[src/rtl/fp_addsub_if.sv]
// The fp_addsub_seq handshake interface is declared in fp_addsub_seq_if.sv.
// This file carries no declarations of its own.

[src/rtl/fp_addsub_seq_if.sv]
// Handshake bundle for fp_addsub_seq: operand request channel and result channel.
// The master side supplies operands and accepts results; the slave side is the adder.
interface fp_addsub_seq_if #(
    parameter int EXP_W = 8,
    parameter int MAN_W = 23
);
    localparam int W = 1 + EXP_W + MAN_W;

    logic         in_valid;
    logic         in_ready;
    logic [W-1:0] a;
    logic [W-1:0] b;
    logic         op_sub;
    logic         out_valid;
    logic         out_ready;
    logic [W-1:0] result;
    logic         flag_overflow;
    logic         flag_underflow;
    logic         flag_inexact;
    logic         flag_invalid;
    logic         busy;

    modport master (
        output in_valid, a, b, op_sub, out_ready,
        input  in_ready, out_valid, result,
        input  flag_overflow, flag_underflow, flag_inexact, flag_invalid, busy
    );

    modport slave (
        input  in_valid, a, b, op_sub, out_ready,
        output in_ready, out_valid, result,
        output flag_overflow, flag_underflow, flag_inexact, flag_invalid, busy
    );
endinterface

[src/rtl/fp_addsub_seq.sv]
// Sequential IEEE-style floating-point adder/subtractor with flush-to-zero inputs,
// 1-bit/cycle alignment and normalisation, and round-to-nearest-even.
module fp_addsub_seq #(
    parameter int EXP_W = 8,
    parameter int MAN_W = 23
) (
    input logic           clk,
    input logic           rst,
    fp_addsub_seq_if.slave bus
);
    localparam int W  = 1 + EXP_W + MAN_W;
    localparam int M  = MAN_W + 5;
    localparam int EW = EXP_W + 1;
    localparam logic [EW-1:0] EXP_MAX   = {1'b0, {EXP_W{1'b1}}};
    localparam logic [EW-1:0] ALIGN_CAP = EW'(MAN_W + 3);
    localparam logic [W-1:0]  QNAN      = {1'b0, {EXP_W{1'b1}}, 1'b1, {(MAN_W-1){1'b0}}};

    typedef enum logic [2:0] {
        S_IDLE, S_ALIGN, S_ADD, S_NORM, S_ROUND, S_DONE
    } state_t;

    // Returns {carry, hidden, frac} after the RNE increment of {hidden, frac, G, R, S}.
    function automatic logic [MAN_W+1:0] round_rne(input logic [MAN_W+3:0] m);
        logic inc;
        inc = m[2] & (m[1] | m[0] | m[3]);
        return {1'b0, m[MAN_W+3:3]} + {{(MAN_W+1){1'b0}}, inc};
    endfunction

    function automatic logic [W-1:0] inf_word(input logic s);
        return {s, {EXP_W{1'b1}}, {MAN_W{1'b0}}};
    endfunction

    state_t          state_q, state_d;
    logic            out_valid_q, out_valid_d;
    logic [W-1:0]    result_q, result_d;
    logic            ovf_q, ovf_d, unf_q, unf_d, inx_q, inx_d, inv_q, inv_d;
    logic            in_ready_q, in_ready_d, busy_q, busy_d;

    logic            sign_a_q, sign_a_d, sign_b_q, sign_b_d;
    logic [EW-1:0]   exp_a_q, exp_a_d, exp_b_q, exp_b_d;
    logic [M-1:0]    man_a_q, man_a_d, man_b_q, man_b_d;

    logic               a_s, b_s, a_inf, b_inf, a_zero, b_zero, swap;
    logic [EXP_W-1:0]   a_e, b_e;
    logic [MAN_W-1:0]   a_f, b_f;
    logic [MAN_W+1:0]   rnd;
    logic [EW-1:0]      exp_r;
    logic [MAN_W-1:0]   frac_r;

    assign a_s    = bus.a[W-1];
    assign a_e    = bus.a[W-2:MAN_W];
    assign a_f    = bus.a[MAN_W-1:0];
    assign b_s    = bus.b[W-1] ^ bus.op_sub;
    assign b_e    = bus.b[W-2:MAN_W];
    assign b_f    = bus.b[MAN_W-1:0];
    assign a_inf  = &a_e;
    assign b_inf  = &b_e;
    assign a_zero = ~|a_e;
    assign b_zero = ~|b_e;
    assign swap   = {b_e, b_f} > {a_e, a_f};

    always_comb begin
        state_d     = state_q;
        out_valid_d = out_valid_q;
        result_d    = result_q;
        ovf_d       = ovf_q;
        unf_d       = unf_q;
        inx_d       = inx_q;
        inv_d       = inv_q;
        sign_a_d    = sign_a_q;
        sign_b_d    = sign_b_q;
        exp_a_d     = exp_a_q;
        exp_b_d     = exp_b_q;
        man_a_d     = man_a_q;
        man_b_d     = man_b_q;
        rnd         = round_rne(man_a_q[M-2:0]);
        exp_r       = rnd[MAN_W+1] ? exp_a_q + EW'(1) : exp_a_q;
        frac_r      = rnd[MAN_W+1] ? rnd[MAN_W:1] : rnd[MAN_W-1:0];

        case (state_q)
            S_IDLE: begin
                if (bus.in_valid && in_ready_q) begin
                    ovf_d = 1'b0;
                    unf_d = 1'b0;
                    inx_d = 1'b0;
                    inv_d = 1'b0;
                    if (a_inf || b_inf) begin
                        if (a_inf && b_inf && (a_s != b_s)) begin
                            result_d = QNAN;
                            inv_d    = 1'b1;
                        end else begin
                            result_d = inf_word(a_inf ? a_s : b_s);
                        end
                        out_valid_d = 1'b1;
                        state_d     = S_DONE;
                    end else if (a_zero || b_zero) begin
                        if (a_zero && b_zero) result_d = {a_s & b_s, {(W-1){1'b0}}};
                        else if (a_zero)      result_d = {b_s, b_e, b_f};
                        else                  result_d = bus.a;
                        out_valid_d = 1'b1;
                        state_d     = S_DONE;
                    end else begin
                        sign_a_d = swap ? b_s : a_s;
                        sign_b_d = swap ? a_s : b_s;
                        exp_a_d  = {1'b0, swap ? b_e : a_e};
                        exp_b_d  = {1'b0, swap ? a_e : b_e};
                        man_a_d  = {2'b01, swap ? b_f : a_f, 3'b000};
                        man_b_d  = {2'b01, swap ? a_f : b_f, 3'b000};
                        state_d  = S_ALIGN;
                    end
                end
            end
            S_ALIGN: begin
                if (exp_b_q == exp_a_q) begin
                    state_d = S_ADD;
                end else if ((exp_a_q - exp_b_q) > ALIGN_CAP) begin
                    // B lies entirely below the sticky position
                    man_b_d = {{(M-1){1'b0}}, |man_b_q};
                    exp_b_d = exp_a_q;
                end else begin
                    man_b_d = {1'b0, man_b_q[M-1:2], man_b_q[1] | man_b_q[0]};
                    exp_b_d = exp_b_q + EW'(1);
                end
            end
            S_ADD: begin
                man_a_d = (sign_a_q == sign_b_q) ? man_a_q + man_b_q : man_a_q - man_b_q;
                state_d = S_NORM;
            end
            S_NORM: begin
                if (man_a_q[M-1]) begin
                    man_a_d = {1'b0, man_a_q[M-1:2], man_a_q[1] | man_a_q[0]};
                    exp_a_d = exp_a_q + EW'(1);
                    state_d = S_ROUND;
                end else if (man_a_q == '0) begin
                    result_d    = '0;
                    out_valid_d = 1'b1;
                    state_d     = S_DONE;
                end else if (!man_a_q[M-2]) begin
                    if (exp_a_q > EW'(1)) begin
                        man_a_d = {man_a_q[M-2:0], 1'b0};
                        exp_a_d = exp_a_q - EW'(1);
                    end else begin
                        result_d    = {sign_a_q, {(W-1){1'b0}}};
                        unf_d       = 1'b1;
                        out_valid_d = 1'b1;
                        state_d     = S_DONE;
                    end
                end else begin
                    state_d = S_ROUND;
                end
            end
            S_ROUND: begin
                if (exp_r >= EXP_MAX) begin
                    result_d = inf_word(sign_a_q);
                    ovf_d    = 1'b1;
                    inx_d    = 1'b1;
                end else begin
                    result_d = {sign_a_q, exp_r[EXP_W-1:0], frac_r};
                    inx_d    = |man_a_q[2:0];
                end
                out_valid_d = 1'b1;
                state_d     = S_DONE;
            end
            S_DONE: begin
                if (bus.out_ready) begin
                    out_valid_d = 1'b0;
                    state_d     = S_IDLE;
                end
            end
            default: state_d = S_IDLE;
        endcase

        in_ready_d = (state_d == S_IDLE);
        busy_d     = (state_d != S_IDLE);
    end

    always_ff @(posedge clk or negedge rst) begin
        if (!rst) begin
            state_q     <= S_IDLE;
            out_valid_q <= 1'b0;
            result_q    <= '0;
            ovf_q       <= 1'b0;
            unf_q       <= 1'b0;
            inx_q       <= 1'b0;
            inv_q       <= 1'b0;
            in_ready_q  <= 1'b1;
            busy_q      <= 1'b0;
        end else begin
            state_q     <= state_d;
            out_valid_q <= out_valid_d;
            result_q    <= result_d;
            ovf_q       <= ovf_d;
            unf_q       <= unf_d;
            inx_q       <= inx_d;
            inv_q       <= inv_d;
            in_ready_q  <= in_ready_d;
            busy_q      <= busy_d;
        end
    end

    // Working operands are only meaningful once the controller has loaded them.
    always_ff @(posedge clk) begin
        sign_a_q <= sign_a_d;
        sign_b_q <= sign_b_d;
        exp_a_q  <= exp_a_d;
        exp_b_q  <= exp_b_d;
        man_a_q  <= man_a_d;
        man_b_q  <= man_b_d;
    end

    assign bus.in_ready       = in_ready_q;
    assign bus.busy           = busy_q;
    assign bus.out_valid      = out_valid_q;
    assign bus.result         = result_q;
    assign bus.flag_overflow  = ovf_q;
    assign bus.flag_underflow = unf_q;
    assign bus.flag_inexact   = inx_q;
    assign bus.flag_invalid   = inv_q;
endmodule

[src/flat_wrapper.sv]
// flat-port wrapper written by rule: the top's interface ports become plain ports
module fp_addsub_seq_flat 
#(
    parameter int EXP_W = 8,
    parameter int MAN_W = 23
)
  (clk, rst, bus_in_valid, bus_a, bus_b, bus_op_sub, bus_out_ready, bus_in_ready, bus_out_valid, bus_result, bus_flag_overflow, bus_flag_underflow, bus_flag_inexact, bus_flag_invalid, bus_busy);
  fp_addsub_seq_if #(.EXP_W(EXP_W), .MAN_W(MAN_W)) bus_i ();
  input logic clk;
  input logic rst;
  input wire logic [$bits(bus_i.in_valid)-1:0] bus_in_valid;
  input wire logic [$bits(bus_i.a)-1:0] bus_a;
  input wire logic [$bits(bus_i.b)-1:0] bus_b;
  input wire logic [$bits(bus_i.op_sub)-1:0] bus_op_sub;
  input wire logic [$bits(bus_i.out_ready)-1:0] bus_out_ready;
  output wire logic [$bits(bus_i.in_ready)-1:0] bus_in_ready;
  output wire logic [$bits(bus_i.out_valid)-1:0] bus_out_valid;
  output wire logic [$bits(bus_i.result)-1:0] bus_result;
  output wire logic [$bits(bus_i.flag_overflow)-1:0] bus_flag_overflow;
  output wire logic [$bits(bus_i.flag_underflow)-1:0] bus_flag_underflow;
  output wire logic [$bits(bus_i.flag_inexact)-1:0] bus_flag_inexact;
  output wire logic [$bits(bus_i.flag_invalid)-1:0] bus_flag_invalid;
  output wire logic [$bits(bus_i.busy)-1:0] bus_busy;
  assign bus_i.in_valid = bus_in_valid;
  assign bus_i.a = bus_a;
  assign bus_i.b = bus_b;
  assign bus_i.op_sub = bus_op_sub;
  assign bus_i.out_ready = bus_out_ready;
  assign bus_in_ready = bus_i.in_ready;
  assign bus_out_valid = bus_i.out_valid;
  assign bus_result = bus_i.result;
  assign bus_flag_overflow = bus_i.flag_overflow;
  assign bus_flag_underflow = bus_i.flag_underflow;
  assign bus_flag_inexact = bus_i.flag_inexact;
  assign bus_flag_invalid = bus_i.flag_invalid;
  assign bus_busy = bus_i.busy;
  fp_addsub_seq #(.EXP_W(EXP_W), .MAN_W(MAN_W)) u_core (.clk(clk), .rst(rst), .bus(bus_i));
endmodule
[config.mk]
export PLATFORM = sky130hd
export DESIGN_NAME = fp_addsub_seq_flat
export DESIGN_NICKNAME = d
export VERILOG_FILES = /design/src/rtl/fp_addsub_if.sv /design/src/rtl/fp_addsub_seq_if.sv /design/src/rtl/fp_addsub_seq.sv /design/src/flat_wrapper.sv
export SDC_FILE = /design/constraint.sdc
export NUM_CORES = 1
export LEC_CHECK = 0
export CAP_MARGIN = 15
export CORE_MARGIN = 2
export CORE_UTILIZATION = 40
export DETAILED_ROUTE_END_ITERATION = 7
export SETUP_SLACK_MARGIN = 0.2
export SYNTH_ARGS = -nofsm -noshare
export SYNTH_HDL_FRONTEND = slang
export SYNTH_SLANG_ARGS = --single-unit
[constraint.sdc]
create_clock -name clk -period 4.8 [get_ports clk]
set_input_delay 0.96 -clock clk [delete_from_list [all_inputs] [get_ports clk]]
set_output_delay 0.96 -clock clk [all_outputs]
set_load 0.02 [all_outputs]
== After elaboration in Yosys (flattened, before gate mapping) ==
Index checks and enable logic that the tools add are counted.

* $add $sub $neg: 7
* Magnitude comparators: 4
* Eq/ne operators: 24
* Multiplexer cells: 79
* Bitwise logic cells: 8
* Reductions and logical operators: 36

{| class="wikitable"
|+ Operator list
! cell !! count
|-
| 32-bit two-way mux || 10
|-
| 28-bit two-way mux || 11
|-
| 9-bit two-way mux || 13
|-
| 32-bit case mux with 3 select lines || 1
|-
| 28-bit case mux with 3 select lines || 1
|-
| 23-bit two-way mux || 3
|-
| 28-bit case mux with 2 select lines || 1
|-
| 27-bit two-way mux || 2
|-
| 9-bit case mux with 2 select lines || 2
|-
| 31-bit > comparator || 1
|-
| 31-bit two-way mux || 1
|-
| 28-bit adder || 1
|-
| 28-bit zero test || 1
|-
| 28-bit OR reduction || 1
|-
| 28-bit subtractor || 1
|-
| 3-bit two-way mux || 9
|-
| 24-bit by 1-bit adder with 25-bit output || 1
|-
| 7-bit AND reduction || 3
|-
| 9-bit by 1-bit adder with 9-bit output, second input constant || 2
|-
| 1-bit two-way mux || 18
|-
| 3-bit case mux with 6 select lines || 1
|-
| 8-bit two-way mux || 2
|-
| 2-bit inequality test, second input constant || 8
|-
| 8-bit AND reduction || 2
|-
| other kinds (35) || 62
|}

* Flip-flop bits (word level): 118
* Input port bits: 69
* Output and inout bits: 39
* Word-level logic and storage cells: 175

== Longest topological paths before layout ==
Gate-level depths: netlist (run 1).

* Depth in word-level cells: 8
* Gate-level depth with buffers: 18
* Gate-level depth less buffers: 18

== Worst setup path before layout (run 1) ==
No wires, ideal clock.

* Path kind: register to register
* From: register u_core.state_q[1]
* To: register u_core.exp_b_q[0] (enable)
* Library setup time: 479 ps
* Data arrival time: 3,955 ps
* Required time: 4,321 ps
* Setup slack: 366 ps
* Stages on the path, launching flop included: 7
* Path through: dfrtp_1 > clkbuf_1 > nand2b_1 > nor2_1 > clkinv_1 > buf_1 > o21ai_0

* Word-level cells in the longest chain between the ends: 3
* Elaborated cells between the ends (all ways): 8

{| class="wikitable"
|+ RTL lines
! element !! line !! RTL
|-
| from (decl) || fp_addsub_seq.sv:33 || <nowiki>state_t state_q, state_d;</nowiki>
|-
| from (signal assigned) || fp_addsub_seq.sv:189 || <nowiki>state_q <= state_d;</nowiki>
|-
| 3-bit by 1-bit == test with 1-bit output / 3-bit zero test (equally long branches) || fp_addsub_seq.sv:80 || <nowiki>case (state_q)</nowiki>
|-
| 2-bit inequality test (no line) (tied with other cells) || - ||
|-
| 5-bit AND reduction (no line) * || - ||
|-
| to (signal assigned) || fp_addsub_seq.sv:206 || <nowiki>exp_b_q <= exp_b_d;</nowiki>
|-
| to (decl) || fp_addsub_seq.sv:40 || <nowiki>logic [EW-1:0] exp_a_q, exp_a_d, exp_b_q, exp_b_d;</nowiki>
|}

Every way passes the cells marked *; elsewhere a longest branch is shown, timed or not.
A chain may end at the register's enable or synchronous reset.

== Worst setup path after layout (run 1) ==
* From: input port bus_a[14]
* To: register u_core.exp_b_q[7] (data pin)

* Word-level cells in the longest chain between the ends: 6

{| class="wikitable"
|+ RTL lines
! element !! line !! RTL
|-
| from (decl) || flat_wrapper.sv:12 || <nowiki>input wire logic [$bits(bus_i.a)-1:0] bus_a;</nowiki>
|-
| 31-bit > comparator || fp_addsub_seq.sv:60 || <nowiki>assign swap = {b_e, b_f} > {a_e, a_f};</nowiki>
|-
| 8-bit two-way mux || fp_addsub_seq.sv:106 || <nowiki>exp_b_d = {1'b0, swap ? a_e : b_e};</nowiki>
|-
| 9-bit two-way mux || fp_addsub_seq.sv:96 || <nowiki>end else if (a_zero || b_zero) begin</nowiki>
|-
| 9-bit two-way mux || fp_addsub_seq.sv:87 || <nowiki>if (a_inf || b_inf) begin</nowiki>
|-
| 9-bit two-way mux || fp_addsub_seq.sv:82 || <nowiki>if (bus.in_valid && in_ready_q) begin</nowiki>
|-
| 9-bit case mux with 2 select lines || fp_addsub_seq.sv:80 ||
|-
| via u_core.exp_b_d[7] || fp_addsub_seq.sv:40 ||
|}

The timed path passes the listed nets, and every way through them passes these cells. The select of a mux whose other input is x is not followed.

==> results.yml, run 1 <==
placement:
  gp_congestion: 0.9291
  dp_cells: 1728
  portBuffers: 107
  hpwl_um: 28620
  dp_slack_ps: 219.0
clock_network:
  numCtsBuffers: 17
  cts_sinks: 117
  path_clk_slew_ps: 60
  ctsHoldBuffers: 0
  cts_max_path_buffers: 2
  cts.htree.levels: 4
  cts_tree: "built"
  root_buffer: "clkbuf_16"
  insertion_delay_ps: 430
final_layout:
  final_common_cell: "nand2_1"
  final_cell_mix: "nand2_1, a21oi_1, nor2_1"
  fin_nets: 1553
  area_growth_pct: 20.30
  seq_area_um2: 3304
  antenna_cells: 0
  multiInputGateArea_um2: 7123
  fin_cells: 1761
  drive_above_1_share_pct: 7.535
  fill_cells: 2614
setup_path:
  r2r_setup_slack_ps: 540
  critPathLaunchType: "primary input"
  timing.rr.end: "u_core.man_a_q[23]"
  cp.arrival_ps: 4490
  r2r_cells: 15
  end_kind: "flop"
  crit_fanout: 26
  crit_type: "primary input to flop"
  crit_required_ps: 5030
  rr_startpoint: "u_core.man_b_q[6]"
pwr:
  comb_power_share_pct: 45.4
  power_per_cell_area_nw_per_um2: 405.2
  clockPowerShare_pct: 24.5
  ir_worst_vdd_mv: 0.1968
  p_int_uw: 3190
  switching_share_pct: 40.08
  seqPwrFrac_pct: 30.1
  power.switching_uw: 2134
  leakagePower_uw: 0.005497
global_routing:
  use_met3_pct: 4.711
  met1_usage_pct: 36.28
  use_met2_pct: 42.11
  grt_max_degree: 49
  grtUsageTotal_pct: 26.42
  grt_pass1_vias: 10200
  grt_pass1_wl_um: 58760
  grt-ovfl-total: 0
  busiest_layer: "met2"
  antenna_found_initial: 0
detailed_routing:
  post_drt_wl_per_cell_um: 21.49
  drt_iter0_drc: 1126
  vias: 10630
  drt-total-wl_um: 37840
  avgViaCountPerCell: 6.035
  drtPass1Iterations: 6
  remaining_drc_errors: 0
  drtAntennaViolNets: 0
floorplan:
  die_height_um: 169.3
  start_util_pct: 40.65
  dieArea_um2: 28650
  rows: 60
  die_w_um: 169.3
  coreArea_um2: 26880
  ios: 108
timing:
  hold_slack_ps: 392.9
  worst_slack_ps: 537.2
  fmax_mhz: 234.6
  final_max_slew_viol_count: 0
  fin_crit_ps: 4263
  hold_viol: 0
  rsz0062_at_grt: "no"
  setup_violations: 0
  finalCritPeriodShare_pct: 88.81
  finClkSkew_ps: 7.224
  setup_total_negative_slack_ps: 0
  relSlewSlack_pct: 16.97
  tightest_slew_ps: 1234
synth:
  avgSynthCellArea_um2: 8.301
  ys_ff_latch: 117
  synth_flop_cell: "edfxtp_1"
  ys_types: 70
  async_flop_share_pct: 35.90
  synth-edff-count: 75
  yosys_warnings: 0
  synth_seq_area_share_pct: 30.25
  syn_inst: 1316
  synth_nets: 1462
  synth_area_um2: 10920
hold_path:
  hold_path.class: "primary input to async pin"
job:
  maxCapViolations: 0
status:
  outcome: "completed"
## layer usage
| layer | wire (µm) | vias up | part of all wire (%) |
|---|---|---|---|
| met5 | 0 | - | 0 |
| met4 | 1077 | 0 | 2.8 |
| met3 | 2885 | 58 | 7.6 |
| met2 | 16990 | 464 | 45 |
| met1 | 16890 | 5052 | 45 |
| li1 | - | 5053 | - |
## synth_stat cells (27+ instances only)
cell type | instances | share of area, %
nand2_1 | 131 | 4.5
a21oi_1 | 126 | 5.8
nor2_1 | 112 | 3.8
mux2i_1 | 81 | 7.4
edfxtp_1 | 75 | 21
ha_1 | 75 | 8.6
o21ai_0 | 66 | 3.0
inv_1 | 62 | 2.1
clkbuf_1 | 60 | 2.1
xor2_1 | 51 | 4.1
xnor2_1 | 47 | 3.8
dfrtp_1 | 41 | 9.4
nand3_1 | 31 | 1.4
o22ai_1 | 30 | 1.7
nand4_1 | 28 | 1.6
nor3_1 | 27 | 1.2
## cells by family (layout without fill, tap and decap cells)
family | after synthesis | count (layout) | synth area share [%]
AO/OA/AOI/OAI | 356 | 356 | 20.43
XOR/XNOR | 98 | 98 | 7.857
adder cells (fa/ha/maj) | 77 | 77 | 8.957
buffers and inverters | 144 | 248 | 5.188
flip-flops | 117 | 117 | 30.25
multiplexers | 86 | 86 | 7.937
AND/OR/NAND/NOR | 438 | 438 | 19.38
## worst max path at each step
stage / start / slack (ps) / endpoint / cells past startpoint
2_1_floorplan: u_core.state_q[1] / 370 / u_core.exp_b_q[0] / 6
3_3_place_gp: bus_a[13] / 180 / u_core.exp_b_q[5] / 12
3_5_place_dp: bus_a[13] / 220 / u_core.exp_b_q[7] / 12
4_1_cts: u_core.man_b_q[4] / 420 / u_core.man_a_q[27] / 16
5_1_grt: u_core.man_b_q[6] / 290 / u_core.man_a_q[26] / 14
6_report: bus_a[14] / 540 / u_core.exp_b_q[7] / 12
## metrics by stage
stage          instance area [µm²]  power [µW]  util, %
3_3_place_gp                 12530        3975    46.61
6_report                     13140        5325    48.90
5_1_grt                      13140        5649    48.90
3_5_place_dp                 12530        4001    46.61
2_1_floorplan                10920        3142        -
4_1_cts                      13120        5323    48.80
## worst max-delay path: stages
cell             delay (ps)
clkdlybuf4s50_1         530
inv_1                    80
ha_1                    310
nand4_1                 220
nor3_1                  660
o221ai_1                410
o211ai_1                250
a21oi_1                 130
a31o_4                  290
buf_12                  200
mux2i_1                 140
a221oi_1                300
## repair_timing
| item | CTS | global route |
|---|---|---|
| gates resized for setup | 0 | 2 |
| hold endpoints to repair | 0 | 0 |
| endpoints found under the setup margin | 0 | 2 |
| setup buffers | 0 | 0 |
## final cells by class
cell class                 count  area share [%]
multi-input combinational   1055           54.20
sequential                   117           25.15
timing repair buffer         153           11.12
clock buffer                  18           3.428
tap                          341           3.247
inverter                      63           1.799
clock inverter                14           1.057
## flip-flops by register name, indices dropped and copies added, names as in the netlist, 3 cells and up
signal,flops
u_core.bus.result,32
u_core.exp_a_q,9
u_core.exp_b_q,9
u_core.man_a_q,28
u_core.man_b_q,27
u_core.state_q,3
## power groups by stage
stage | Clock (µW) | Combinational, µW | Sequential (µW)
floorplan | 0 | 1420 | 1720
global placement | 0 | 2360 | 1610
detailed placement | 0 | 2380 | 1620
CTS | 1320 | 2400 | 1600
global route | 1360 | 2660 | 1630
finish | 1310 | 2420 | 1600
Power figures use the tool's default switching activity.
==> run 2, diff against run 1 <==
--- a/config.mk
+++ b/config.mk
@@ -8,6 +8,7 @@
 export CAP_MARGIN = 15
 export CORE_MARGIN = 2
 export CORE_UTILIZATION = 40
+export CTS_BUF_LIST = sky130_fd_sc_hd__clkbuf_2 sky130_fd_sc_hd__clkbuf_4 sky130_fd_sc_hd__clkbuf_8
 export DETAILED_ROUTE_END_ITERATION = 7
 export SETUP_SLACK_MARGIN = 0.2
 export SYNTH_ARGS = -nofsm -noshare
==> run 2 against run 1 <==
Effect of this change: sequential cell count is the same; total power shrank 6.1%; register-to-register slack lost 20 ps; clock power shrank 25%; hold slack lost 46 ps; design area shrank 1.4%; critical path depth grew 3; setup slack lost 25 ps; critical endpoint is now u_core.man_a_q[23].
==> results.yml, run 2 (synthesis results as in run 1) <==
status:
  outcome: "completed"
setup_path:
  crit_fanout: 7
  cp.arrival_ps: 4490
  end_kind: "flop"
  crit_required_ps: 5000
  crit_type: "flop to flop"
  critPathLaunchType: "flop"
clock_network:
  insertion_delay_ps: 470
  cts.htree.levels: 4
  numCtsBuffers: 17
  cts_sinks: 117
  cts_max_path_buffers: 2
  cts_tree: "built"
  root_buffer: "clkbuf_8"
  path_clk_slew_ps: 80
  post_cts.repair.setup_buffers: 0
final_layout:
  largest_reg_flops: 32
  final_cell_mix: "nand2_1, a21oi_1, nor2_1"
  drive_above_1_share_pct: 7.535
  seq_area_um2: 3304
  final_common_cell: "nand2_1"
  utilization_pct: 48.20
  antenna_cells: 0
  multiInputGateArea_um2: 7123
  area_growth_pct: 18.59
  fill_cells: 2649
  fin_nets: 1553
timing:
  final_max_slew_viol_count: 0
  fmax_mhz: 233.2
  setup_violations: 0
  finalCritPeriodShare_pct: 89.33
  hold_viol: 0
  setup_total_negative_slack_ps: 0
  tightest_slew_ps: 1170
  relSlewSlack_pct: 21.25
  rsz0062_at_grt: "no"
  finClkSkew_ps: 14.98
  fin_crit_ps: 4288
global_routing:
  grt_pass1_vias: 10150
  grtUsageTotal_pct: 26.37
  grt_max_degree: 49
  antenna_found_initial: 0
  grt-ovfl-total: 0
  grt_pass1_wl_um: 58460
floorplan:
  coreArea_um2: 26880
  dieArea_um2: 28650
  start_util_pct: 40.65
  ios: 108
  die_w_um: 169.3
  rows: 60
  die_height_um: 169.3
detailed_routing:
  avgViaCountPerCell: 6.007
  drt_iter0_drc: 1191
  drtAntennaViolNets: 0
  vias: 10580
  drt-total-wl_um: 37820
  post_drt_wl_per_cell_um: 21.47
  drtPass1Iterations: 5
  remaining_drc_errors: 0
placement:
  portBuffers: 107
  gp_congestion: 0.9291
  hpwl_um: 28620
pwr:
  ir_worst_vdd_mv: 0.1729
  power_per_cell_area_nw_per_um2: 385.8
  leakagePower_uw: 0.005411
hold_path:
  hold_path.class: "primary input to async pin"
job:
  maxCapViolations: 0
## run 2: changes by cell type in the layout (fill, tap and decap cells not counted)
cell,before,now
bufinv_16,1,2
clkbuf_16,18,0
clkbuf_8,0,17
## run 2: path summary, 6_finish.rpt
path | endpoint | slack (ps) | from | depth (start not counted)
worst max-delay path | u_core.man_a_q[23] | 510 | u_core.man_b_q[6] | 15
worst min-delay path | u_core.bus.result[5] | 350 | rst | 1
worst max register to register | u_core.man_a_q[23] | 510 | u_core.man_b_q[6] | 15
worst min register to register | u_core.bus.result[30] | 500 | u_core.bus.result[30] | 2
max in group asynchronous | u_core.bus.in_ready | 3910 | rst | 2
min in group clk | u_core.bus.result[30] | 500 | u_core.bus.result[30] | 2
## run 2: worst max-delay path, cell delays in order (launching register included)
cell and delay [ps]:
edfxtp_1 530, or4_4 550, nor3_1 210, and2_1 230, nand3b_1 150, or2_2 370
o41ai_1 320, xnor2_1 180, ha_1 350, and4_1 260, nand3_1 110, nor2_1 60
a221oi_1 210, o21ai_0 120, nor2_1 230, o21ai_0 140
## run 2: power by group
part | leakage, µW | internal (µW) | switching, µW
combinational | 0.00394 | 1070 | 1340
sequential | 0.00126 | 1360 | 235
clock | 0.000207 | 475 | 513
## run 2: metal layers
layer,up-vias,GRT usage [%],routed length [µm]
met1,5023,36.11,16980
met4,0,8.287,1039
met5,-,0,0
met3,62,5.620,2893
met2,438,41.67,16900
li1,5056,-,-
## run 2: layout make-up
| cell class | instances | area share (%) |
|---|---|---|
| Tap cell | 341 | 3.293 |
| Sequential cell | 117 | 25.51 |
| Clock inverter | 15 | 1.304 |
| Inverter | 63 | 1.825 |
| Multi-Input combinational cell | 1055 | 54.98 |
| Timing Repair Buffer | 153 | 11.28 |
| Clock buffer | 17 | 1.806 |
## run 2: through the flow
stage	setup WS (ps)	total power, µW	hold WS [ps]	area, µm²	std cells
5_1_grt	283.7	5328	337.7	12950	1761
3_3_place_gp	182.5	3975	474.7	12530	1728
3_5_place_dp	219.0	4001	478.6	12530	1728
2_1_floorplan	365.5	3142	582.4	10920	1316
6_report	512.4	4998	346.6	12950	1761
4_1_cts	414.7	4997	499.8	12930	1760
## run 2: repair_timing
item / in CTS / in global routing
hold buffers: 0 / 0
gates resized for setup: 0 / 2
setup endpoints to repair: 0 / 2
